===== config.mk =====
export PLATFORM = sky130hd
export DESIGN_NAME = onehot_pulse_decoder_2to4
export DESIGN_NICKNAME = d
export VERILOG_FILES = /design/src/rtl/enc_dec_pkg.sv /design/src/rtl/down_counter_ld.sv /design/src/rtl/onehot_pulse_decoder_2to4.sv
export SDC_FILE = /design/constraint.sdc
export NUM_CORES = 1
export LEC_CHECK = 0
export BUFFER_PORTS_ARGS = -buffer_cell sky130_fd_sc_hd__buf_4
export CORE_MARGIN = 8
export CORE_UTILIZATION = 45
export CTS_BUF_LIST = sky130_fd_sc_hd__clkbuf_16
export CTS_CLUSTER_SIZE = 24
export DETAILED_ROUTE_END_ITERATION = 10
export GPL_TIMING_DRIVEN = 0
export HOLD_SLACK_MARGIN = 0.12
export PLACE_DENSITY = 0.65
export SLEW_MARGIN = 20
export SYNTH_ARGS = -nofsm -noshare
export SYNTH_HDL_FRONTEND = slang
export SYNTH_HIERARCHICAL = 1
export SYNTH_SLANG_ARGS = --single-unit

===== constraint.sdc =====
create_clock -name clk -period 2.86 [get_ports clk]
set_input_delay 0.429 -clock clk [delete_from_list [all_inputs] [get_ports clk]]
set_output_delay 0.429 -clock clk [all_outputs]
set_load 0.01 [all_outputs]

===== src/rtl/enc_dec_pkg.sv =====
// Shared definitions for the 4-to-2 priority encoder / 2-to-4 pulse decoder pair.
package enc_dec_pkg;

  localparam int CODE_W   = 2;
  localparam int ONEHOT_W = 4;

  typedef enum logic [1:0] {
    IDLE   = 2'd0,
    ACTIVE = 2'd1,
    GAP    = 2'd2
  } state_t;

  // Expand an encoded index back into its one-hot line.
  function automatic logic [ONEHOT_W-1:0] decode(input logic [CODE_W-1:0] code);
    return ONEHOT_W'(1) << code;
  endfunction

endpackage


===== src/rtl/down_counter_ld.sv =====
// Loadable down-counter with a zero flag; it saturates at zero instead of wrapping.
module down_counter_ld #(
  parameter int W = 2
) (
  input  logic         clk,
  input  logic         rst,
  input  logic         load,
  input  logic         dec,
  input  logic [W-1:0] load_val,
  output logic [W-1:0] count,
  output logic         zero
);

  // Load takes priority over decrement; decrement stops at zero.
  always_ff @(posedge clk or posedge rst) begin
    if (rst) begin
      count <= '0;
    end else if (load) begin
      count <= load_val;
    end else if (dec && (count != '0)) begin
      count <= count - W'(1);
    end
  end

  assign zero = (count == '0);

endmodule


===== src/rtl/onehot_pulse_decoder_2to4.sv =====
// Sequential 2-to-4 decoder: accepts a code via valid/ready, drives a timed
// one-hot pulse for HOLD_CYCLES, then a dead-time gap of GAP_CYCLES.
module onehot_pulse_decoder_2to4
  import enc_dec_pkg::*;
#(
  parameter int HOLD_CYCLES = 3,
  parameter int GAP_CYCLES  = 1
) (
  input  logic                clk,
  input  logic                rst,
  input  logic [CODE_W-1:0]   q,
  input  logic                v,
  output logic                ready,
  output logic [ONEHOT_W-1:0] y,
  output logic                busy,
  output logic                done
);

  // Counter wide enough for the longer of the two phases.
  localparam int CNT_W = $clog2(((HOLD_CYCLES > GAP_CYCLES) ? HOLD_CYCLES : GAP_CYCLES) + 1);

  localparam logic [CNT_W-1:0] HOLD_LD = CNT_W'(HOLD_CYCLES - 1);
  localparam logic [CNT_W-1:0] GAP_LD  = (GAP_CYCLES > 0) ? CNT_W'(GAP_CYCLES - 1) : '0;

  state_t            state;
  logic [CODE_W-1:0] code_reg;
  logic [CNT_W-1:0]  count;
  logic              cnt_zero;
  logic              cnt_load;
  logic              cnt_dec;
  logic [CNT_W-1:0]  cnt_load_val;

  // One counter serves both phases: loaded on entry, decremented until zero.
  down_counter_ld #(
    .W(CNT_W)
  ) u_cnt (
    .clk      (clk),
    .rst      (rst),
    .load     (cnt_load),
    .dec      (cnt_dec),
    .load_val (cnt_load_val),
    .count    (count),
    .zero     (cnt_zero)
  );

  // Counter control follows the same transitions the FSM takes below.
  always_comb begin
    cnt_load     = 1'b0;
    cnt_dec      = 1'b0;
    cnt_load_val = '0;
    case (state)
      IDLE: begin
        if (v) begin
          cnt_load     = 1'b1;
          cnt_load_val = HOLD_LD;
        end
      end
      ACTIVE: begin
        if (cnt_zero) begin
          if (GAP_CYCLES > 0) begin
            cnt_load     = 1'b1;
            cnt_load_val = GAP_LD;
          end
        end else begin
          cnt_dec = 1'b1;
        end
      end
      GAP: begin
        if (!cnt_zero) begin
          cnt_dec = 1'b1;
        end
      end
      default: ;
    endcase
  end

  // FSM with registered outputs; done is set one edge early so it lines up
  // with the cycle in which ACTIVE sees counter == 0.
  always_ff @(posedge clk or posedge rst) begin
    if (rst) begin
      state    <= IDLE;
      code_reg <= '0;
      y        <= '0;
      busy     <= 1'b0;
      done     <= 1'b0;
      ready    <= 1'b1;
    end else begin
      done <= 1'b0;
      case (state)
        IDLE: begin
          if (v) begin
            state    <= ACTIVE;
            code_reg <= q;
            y        <= decode(q);
            busy     <= 1'b1;
            ready    <= 1'b0;
            done     <= (HOLD_CYCLES == 1);
          end
        end
        ACTIVE: begin
          if (cnt_zero) begin
            y <= '0;
            if (GAP_CYCLES > 0) begin
              state <= GAP;
            end else begin
              state <= IDLE;
              busy  <= 1'b0;
              ready <= 1'b1;
            end
          end else begin
            y    <= decode(code_reg);
            done <= (count == CNT_W'(1));
          end
        end
        GAP: begin
          y <= '0;
          if (cnt_zero) begin
            state <= IDLE;
            busy  <= 1'b0;
            ready <= 1'b1;
          end
        end
        default: begin
          state <= IDLE;
          y     <= '0;
          busy  <= 1'b0;
          ready <= 1'b1;
        end
      endcase
    end
  end

endmodule

### After elaboration in Yosys (flattened, before gate mapping)

Index checks and enable logic that the tools add are counted.
Widths: inputs -> output; s select.

* add/sub/neg operators: 1
* shifts and indexed selects: 2
* multiplexer cells: 24
* reduce and logical (&&, ||, !) cells: 9
* equality and inequality tests: 6
* bitwise logic cells: 1

Operators with widths (count)
* $mux 2: 7
* $mux 1: 10
* $mux 4: 2
* $pmux 4 s2: 1
* $shl 1x2->4 const A: 2
* $ne 2x2->1 const B: 3
* $pmux 1 s3: 2
* $pmux 2 s3: 1
* $reduce_and 3->1: 2
* $eq 2x1->1 const B: 2
* $logic_not 2->1: 2
* $reduce_bool 2->1: 2
* $eq 2x2->1 const B: 1
* $pmux 1 s2: 1
* $reduce_and 2->1: 1
* $reduce_or 2->1: 1
* $sub 2x1->2 const B: 1
* $logic_and 1x1->1: 1
* $not 1->1: 1

* register bits: 13
* bits of input ports: 5
* output and inout port bits: 7

### Longest topological paths before layout

Gate-level depths: netlist (run 1).

* word-level depth: 6
* gate-level depth with buffers: 7

### Modules after synthesis

Netlist (run 1), hierarchy kept.

By module, submodules not included
* onehot_pulse_decoder_2to4: area an instance 710.7 sq um, times used 1, cells an instance 68
* down_counter_ld: area an instance 135.1 sq um, times used 1, cells an instance 13

### Least setup slack after synthesis (run 1)

OpenSTA, ideal clock, no wires.

* kind: register to register
* from: register u_cnt.count[0]
* to: register u_cnt.count[0]
* arrival time: 1479 ps
* setup slack: 1255 ps
* cell stages (with the launch flop): 7
* required time: 2734 ps
* cells stage by stage: dfrtp_1 -> inv_1 -> ha_1 -> nand2_1 -> nand2_1 -> and2b_4 -> a221o_1

* elaborated cells between the ends (all ways): 11

RTL lines
* from (decl): line down_counter_ld.sv:10 `output logic [W-1:0] count,`
* from (signal assigned): line down_counter_ld.sv:19 `count <= load_val;`
* from (signal assigned): line down_counter_ld.sv:21 `count <= count - W'(1);`
* $logic_not 2->1 *: line down_counter_ld.sv:25 `assign zero = (count == '0);`
* net cnt_zero: line onehot_pulse_decoder_2to4.sv:28 `logic cnt_zero;`
* $mux 1 *: line onehot_pulse_decoder_2to4.sv:59 `if (cnt_zero) begin`
* $pmux 1 s2 *: line onehot_pulse_decoder_2to4.sv:51 `case (state)`
* net cnt_load: line onehot_pulse_decoder_2to4.sv:29 `logic cnt_load;`
* $mux 2 or $reduce_bool 2->1 (tied branches)

Mark *: on every way through the listed nets, which the timed path passes. The rest lies on a longest branch. The select of a mux whose other input is x is not followed.
A chain may end at the register's enable or synchronous reset.

### Worst setup path after layout (run 1)

* from: register state[0]
* to: register u_cnt.count[1]

* elaborated cells between the ends (all ways): 10

RTL lines
* from (decl): line onehot_pulse_decoder_2to4.sv:25 `state_t state;`
* from (signal assigned): line onehot_pulse_decoder_2to4.sv:81 `state <= IDLE;`
* from (signal assigned): line onehot_pulse_decoder_2to4.sv:92 `state <= ACTIVE;`
* from (signal assigned): line onehot_pulse_decoder_2to4.sv:104 `state <= GAP;`
* $eq 2x1->1 or $logic_not 2->1 (tied branches): line onehot_pulse_decoder_2to4.sv:51
* $pmux 1 s2 *: line onehot_pulse_decoder_2to4.sv:51
* net cnt_load: line onehot_pulse_decoder_2to4.sv:29
* $mux 2 or $reduce_bool 2->1 (tied branches)

Mark *: on every way through the listed nets, which the timed path passes. The rest lies on a longest branch.

==> reports/qor.txt, run 1 <==
F_max = 530 MHz
Multi-input gate area = 470 um^2
Slew Viols, Final = 0
Sequential Power Share = 27.4%
Gr usage total = 11.4%
CTS root buf = clkbuf_16
Hpwl dp = 1.22 mm
Worst path most repeated cell = nand2_1
Leakage power = 0.000493 uW
Clock power frac = 21.6%
Unrepaired setup endpoints after global routing = no
WHS Path Cells = 1
Final ANT Viol Nets = 0
Cell row count = 15
Largest net degree at the start of global routing = 12
CP max stage cell = dfrtp_1
Initial antenna violation count = 0
Final Cycle Share = 66.0%
Setup Viol. Count Final = 0
Syn. warnings = 6
Tmin final = 1.89 ns
Crit path arrival time = 2.01 ns
# fillers = 152
Worst-skew pair later-pin latency = 0.25 ns
Vias per inst = 5.18
Hold slack final = 0.441 ns
Area of the die = 3520 um^2
Clock buffer depth = 2
Max cap viols = 0
Power per Cell Area = 1170 nW/um^2
Initial Utilization = 48.5%
Final Hold Viols = 0
Nets = 109
Mean post-synth cell area = 10.4 um^2
Setup TNS = 0 ns
Max incr delay on CP = 0.41 ns
Reg2reg start = state[0]
Synth Net Count = 92
I/O Buffers = 11
Area growth from synthesis to layout = 24.0%
First-pass GRT wire length = 3.06 mm
Synth area leaders = dfrtp_1, ha_1, inv_1, mux2_4, dfstp_2
Sw frac = 36.1%
Cell-internal power = 784 uW
Status = finished, final reports clean
Top cell type's share of synthesized area = 35.5%
CTS tree = done
Cell Area, Synth = 846 um^2
Ant diodes = 0
VDD IR max = 476 uV
Skew final = 0.00705 ns
Leading area contributor after synthesis = dfrtp_1
CTS sink count = 13
H-tree levels = 1
Number of global-route vias before repair = 646
Top Ports = 12
Critical path startpoint category = flip-flop
Crit path cell chain = inv_1, ha_1, nand2_1, nand2_1, and2b_1, a221o_1
Die Y = 59.4 um
Combinational share of power = 51.0%
Sequential cell area = 327 um^2
Clock buffer count from CTS = 3
Worst Path Required = 2.98 ns
Hold Path Origin = u_cnt/count[1]
Cells after Synth = 81
NetSw = 443 uW
Router iterations before antenna repair = 4
Grt ovf = 0
WS Path Type = flip-flop to flip-flop
Unique masters post-synth = 36
#FFs+latches synth = 13
Hold WC Path Type = flip-flop to flip-flop
Clock-pin transition on the worst setup and hold timing paths = 0.05 ns
Drt total wl = 1.68 mm
Hold EP = done
Share of cells above drive strength 1 = 27.8%
Max reg flops = 4
Crit path capture type = flip-flop
Worst r2r path cells = 6
DRC = 0
Reg2reg setup slack = 0.97 ns
Core Area = 1750 um^2
Buf/Inv on CP = 1
DR vias = 632
Die width = 59.4 um
Worst-path fanout max = 9
Post-CTS Setup Bufs = 0
Wire length per cell = 13.8 um
Initial DRC count = 21
Final RePlAce weighted congestion = 0.782
Sequential element share of the synthesized area = 38.6%
CP top delay family = simple AND/OR/NAND/NOR gates
Reg2reg end = u_cnt/count[1]
Biggest register = y
-- how the worst max path moves through the flow --
stage / from / cells past startpoint / slack (ns) / to
6_report: state[0] / 6 / 0.97 / u_cnt/count[1]
5_1_grt: state[0] / 6 / 0.85 / u_cnt/count[0]
4_1_cts: state[0] / 6 / 0.99 / u_cnt/count[1]
3_5_place_dp: state[0] / 6 / 1.01 / u_cnt/count[0]
3_3_place_gp: state[0] / 6 / 1.03 / u_cnt/count[0]
2_1_floorplan: u_cnt/count[0] / 6 / 1.25 / u_cnt/count[0]
-- cell usage in the layout, fill, tap and decap left out --
cell type | netlist | final
buf_4 | 2 | 13
dfrtp_1 | 12 | 12
inv_1 | 9 | 10
ha_1 | 6 | 6
o21ai_0 | 5 | 5
nor4b_1 | 3 | 3
nand2_1 | 3 | 3
clkbuf_16 | 0 | 3
nor3b_1 | 2 | 2
nor2_1 | 2 | 2
o22ai_1 | 2 | 2
nand3b_1 | 2 | 2
a21oi_1 | 2 | 2
a31oi_1 | 2 | 2
or2_1 | 2 | 2
mux2_2 | 2 | 2
mux2_4 | 2 | 2
nand3_1 | 2 | 2
o31ai_1 | 2 | 2
a221o_1 | 2 | 2
or2b_1 | 1 | 1
nor3_1 | 1 | 1
nand4bb_1 | 1 | 1
nand2b_4 | 1 | 1
o31a_1 | 1 | 1
o311a_1 | 1 | 1
nor2b_2 | 1 | 1
nor2b_4 | 1 | 1
nor3_2 | 1 | 1
o21bai_4 | 1 | 1
nor2b_1 | 1 | 1
nand4b_1 | 1 | 1
dlygate4sd3_1 | 0 | 1
dfstp_2 | 1 | 1
nand2b_1 | 1 | 1
and2b_1 | 1 | 1
and2b_4 | 1 | 1
conb_1 | 1 | 1
-- area by class of cell --
| class | instances | share of cell area [%] |
|---|---|---|
| Sequential cell | 13 | 31.1 |
| Buffer | 2 | 1.43 |
| Inverter | 9 | 3.22 |
| Multi-Input combinational cell | 57 | 44.9 |
| Clock buffer | 3 | 7.16 |
| Tap cell | 25 | 2.98 |
| Timing Repair Buffer | 12 | 8.83 |
| Clock inverter | 1 | 0.358 |
-- per-stage QoR --
stage                     std cells  setup WS (ns)  area (um^2)  power [uW]  util, %
after floorplan                  81           1.25          846         801        -
after global placement          117           1.03          960         953     55.0
after detailed placement        117           1.01          960         967     55.0
after CTS                       122          0.985         1050        1230     60.1
after global routing            122          0.851         1050        1330     60.1
final                           122          0.972         1050        1230     60.1
-- timing repair --
item	CTS	global route
endpoints found under the setup margin	0	0
resized for setup	0	0
hold endpoints to repair	2	0
hold buffers	1	0
-- routing by layer --
layer	track usage (%)	wire length [um]
met1	14.5	793
met5	0	0
met2	16.8	754
met3	3.04	109
met4	6.14	27
-- Yosys cell counts, drive strengths merged --
cell type and instances:
inv 9, nor3b 2, o21bai 1, nand2 3, nand3b 2, conb 1, dfrtp 12, nor3 2
o311a 1, a221o 2, buf 2, nand4b 1, nand2b 2, o31ai 2, mux2 4, o22ai 2
ha 6, or2b 1, and2b 2, a21oi 2, nand3 2, o21ai 5, nand4bb 1, nor2b 3
o31a 1, nor4b 3, a31oi 2, dfstp 1, or2 2, nor2 2
-- power by group through the flow --
stage	Combinational, uW	Sequential (uW)	Clock [uW]
4_1_cts	635	334	262
6_report	626	336	265
2_1_floorplan	458	343	0
5_1_grt	699	351	279
3_3_place_gp	619	334	0
3_5_place_dp	630	336	0
-- cells by family (layout without fill, tap and decap cells) --
group                      Yosys count  in the layout  share of synthesized area, %
AOI/OAI and AO/OA                   18             18                          15.7
buffers and inverters               11             27                          5.77
other                                1              1                         0.443
adders and majority gates            6              6                          8.88
DFF                                 13             13                          38.6
and+or+nand+nor                     28             28                          24.4
muxes                                4              4                          6.21
Power figures use the tool's default switching activity.
==> run 2, diff against run 1 <==
- ABC_AREA: default -> 1
- PLACE_DENSITY: 0.65 -> 0.68
- clock period: 2.86 -> 1.56 ns (I/O delays scaled with it)
==> run 2 against run 1 <==
Against the previous run:
- core utilization down 2.1 points
- register-to-register slack worse by 0.79 ns
- setup slack worse by 0.79 ns
- critical endpoint unchanged
==> reports/qor.txt, run 2 <==
Synth Area in Simple Gates = 35.2%
VDD IR max = 817 uV
Number of global-route vias before repair = 648
Drt total wl = 1.53 mm
Initial DRC count = 8
Crit path cell chain = inv_1, ha_1, inv_2, o21ai_2, nand2_1, o21ai_0, nand2_1, nand2_1
Mean post-synth cell area = 7.17 um^2
Initial Utilization = 46.3%
Slew Viols, Final = 0
Initial antenna violation count = 0
Syn. warnings = 6
Most common cell in the netlist = nand2_1
Synth area leaders = dfrtp_1, nand2_1, ha_1, inv_1, nand3_1
# fillers = 164
Cell row count = 15
Post-synth EDFFs = 0
Leakage power = 0.000589 uW
Final Cycle Share = 88.6%
DRC = 0
Top cell type's share of synthesized area = 38.4%
First-pass GRT wire length = 2.66 mm
Clock buffer depth = 2
Status = finished, final reports clean
F_max = 724 MHz
Total Power = 2060 uW
Largest family of logic cells by synthesized area = simple AND/OR/NAND/NOR gates
Final RePlAce weighted congestion = 0.868
CTS tree = done
Tmin final = 1.38 ns
Max incr delay on CP = 0.39 ns
Core Area = 1690 um^2
Gr usage total = 10.2%
Final Core Density = 57.9%
I/O Buffers = 11
Dpl cell area = 886 um^2
Highest routed layer = met4
Post-CTS Setup Bufs = 0
Cells after Synth = 109
Skew final = 0.00106 ns
Fin area = 978 um^2
Synth top cells by count = nand2_1, inv_1, dfrtp_1
Synth Net Count = 120
Clock-pin transition on the worst setup and hold timing paths = 0.04 ns
Sequential element share of the synthesized area = 41.8%
CTS sink count = 13
Leading area contributor after synthesis = dfrtp_1
Top FF cell, synth = dfrtp_1
Max cap viols = 0
Area growth from synthesis to layout = 25.1%
Final Hold Viols = 0
Unrepaired setup endpoints after global routing = no
Share of cells above drive strength 1 = 20.0%
Worst Path Required = 1.74 ns
CP max stage cell = dfrtp_1
Synth Area in Adders = 9.60%
Crit path arrival time = 1.56 ns
Final ANT Viol Nets = 0
Router iterations before antenna repair = 4
Clock buffer count from CTS = 3
Wire length per cell = 10.8 um
Routed wl met2 = 709 um
Vias per inst = 4.84
WS Path Type = flip-flop to flip-flop
Die Y = 57.7 um
Critical path startpoint category = flip-flop
H-tree levels = 1
Nets = 137
Worst-skew pair later-pin latency = 0.24 ns
Max reg flops = 4
Routed wl met3 = 80 um
Worst r2r path cells = 8
Power per Cell Area = 2100 nW/um^2
Biggest register = y
Unique masters post-synth = 16
Synth Area in Compound Gates = 3.84%
Grt ovf = 0
Met1 Wirelength = 697 um
Largest net degree at the start of global routing = 12
DR vias = 687
Setup Viol. Count Final = 0
Die width = 57.7 um
Ant diodes = 0
#FFs+latches synth = 13
Hold WC Path Type = input pin to flip-flop
Commonest non-fill, non-tap cell in the layout = nand2_1
Most frequent cells in the layout = nand2_1, inv_1, dfrtp_1, buf_4, nand3_1
Worst path most repeated cell = nand2_1
Top Ports = 12
Synth async-reset ratio = 100%
CTS root buf = clkbuf_16
Multiplexer area fraction after synthesis = 0%
WHS Path Cells = 3
Crit path capture type = flip-flop
Hpwl dp = 1.22 mm
Area of the die = 3330 um^2
Worst-path fanout max = 5
XOR/XNOR share of the synthesized area = 0%
Cell Area, Synth = 782 um^2
## run 2: worst max-delay path, delay by kind of cell, from the launching register on
family,cells,cell delay [ns]
compound gates,2,0.32
fa+ha+maj,1,0.20
buf+inv,2,0.21
flops,1,0.39
simple gates,3,0.21
## run 2: timing repair
action	4_1_cts	5_1_grt
endpoints found under the hold margin	12	0
resized for setup	1	1
endpoints found under the setup margin	2	2
hold buffers	1	0
## run 2: where the power goes
group / internal [uW] / switching (uW)
logic: 379 / 602
clock network: 338 / 139
registers: 491 / 108
total: 1210 / 849
## run 2: kinds of logic (layout without fill, tap and decap cells)
logic type / after synthesis / after routing
fa+ha+maj: 6 / 6
buf+inv: 19 / 35
flops: 13 / 13
other cells: 1 / 1
compound gates: 6 / 6
simple gates: 64 / 64
## run 2: final timing paths
kind | from | to | slack [ns]
setup / recovery | state[1] | u_cnt/count[1] | 0.18
max in group asynchronous | rst | ready | 0.67
min in group asynchronous | rst | u_cnt/count[1] | 0.40
hold reg to reg | u_cnt/count[1] | done | 0.46
hold / removal | q[1] | code_reg[1] | 0.31
setup reg to reg | state[1] | u_cnt/count[1] | 0.18
## run 2: routing by layer
layer,vias up,track usage (%)
li1,364,-
met1,310,10.6
met2,8,17.4
met3,5,3.53
met4,0,6.29
met5,-,0
## run 2: layout make-up
| cell class | instances | area, um^2 | area share (%) |
|---|---|---|---|
| Multi-Input combinational cell | 77 | 388 | 39.6 |
| Sequential cell | 13 | 327 | 33.4 |
| Timing Repair Buffer | 12 | 92.6 | 9.46 |
| Clock buffer | 3 | 75.1 | 7.67 |
| Inverter | 19 | 71.3 | 7.29 |
| Tap cell | 17 | 21.3 | 2.17 |
| Clock inverter | 1 | 3.75 | 0.384 |
## run 2: per-stage QoR
step / setup slack [ns] / TNS [ns] / std cells / hold WS (ns)
finish: 0.178 / 0 / 142 / 0.315
global route: 0.000654 / 0 / 142 / 0.330
CTS: 0.0690 / 0 / 142 / 0.315
detailed placement: -0.0810 / -0.129 / 137 / 0.104
global placement: -0.0179 / -0.0179 / 137 / 0.101
floorplan: 0.142 / 0 / 109 / -0.0248
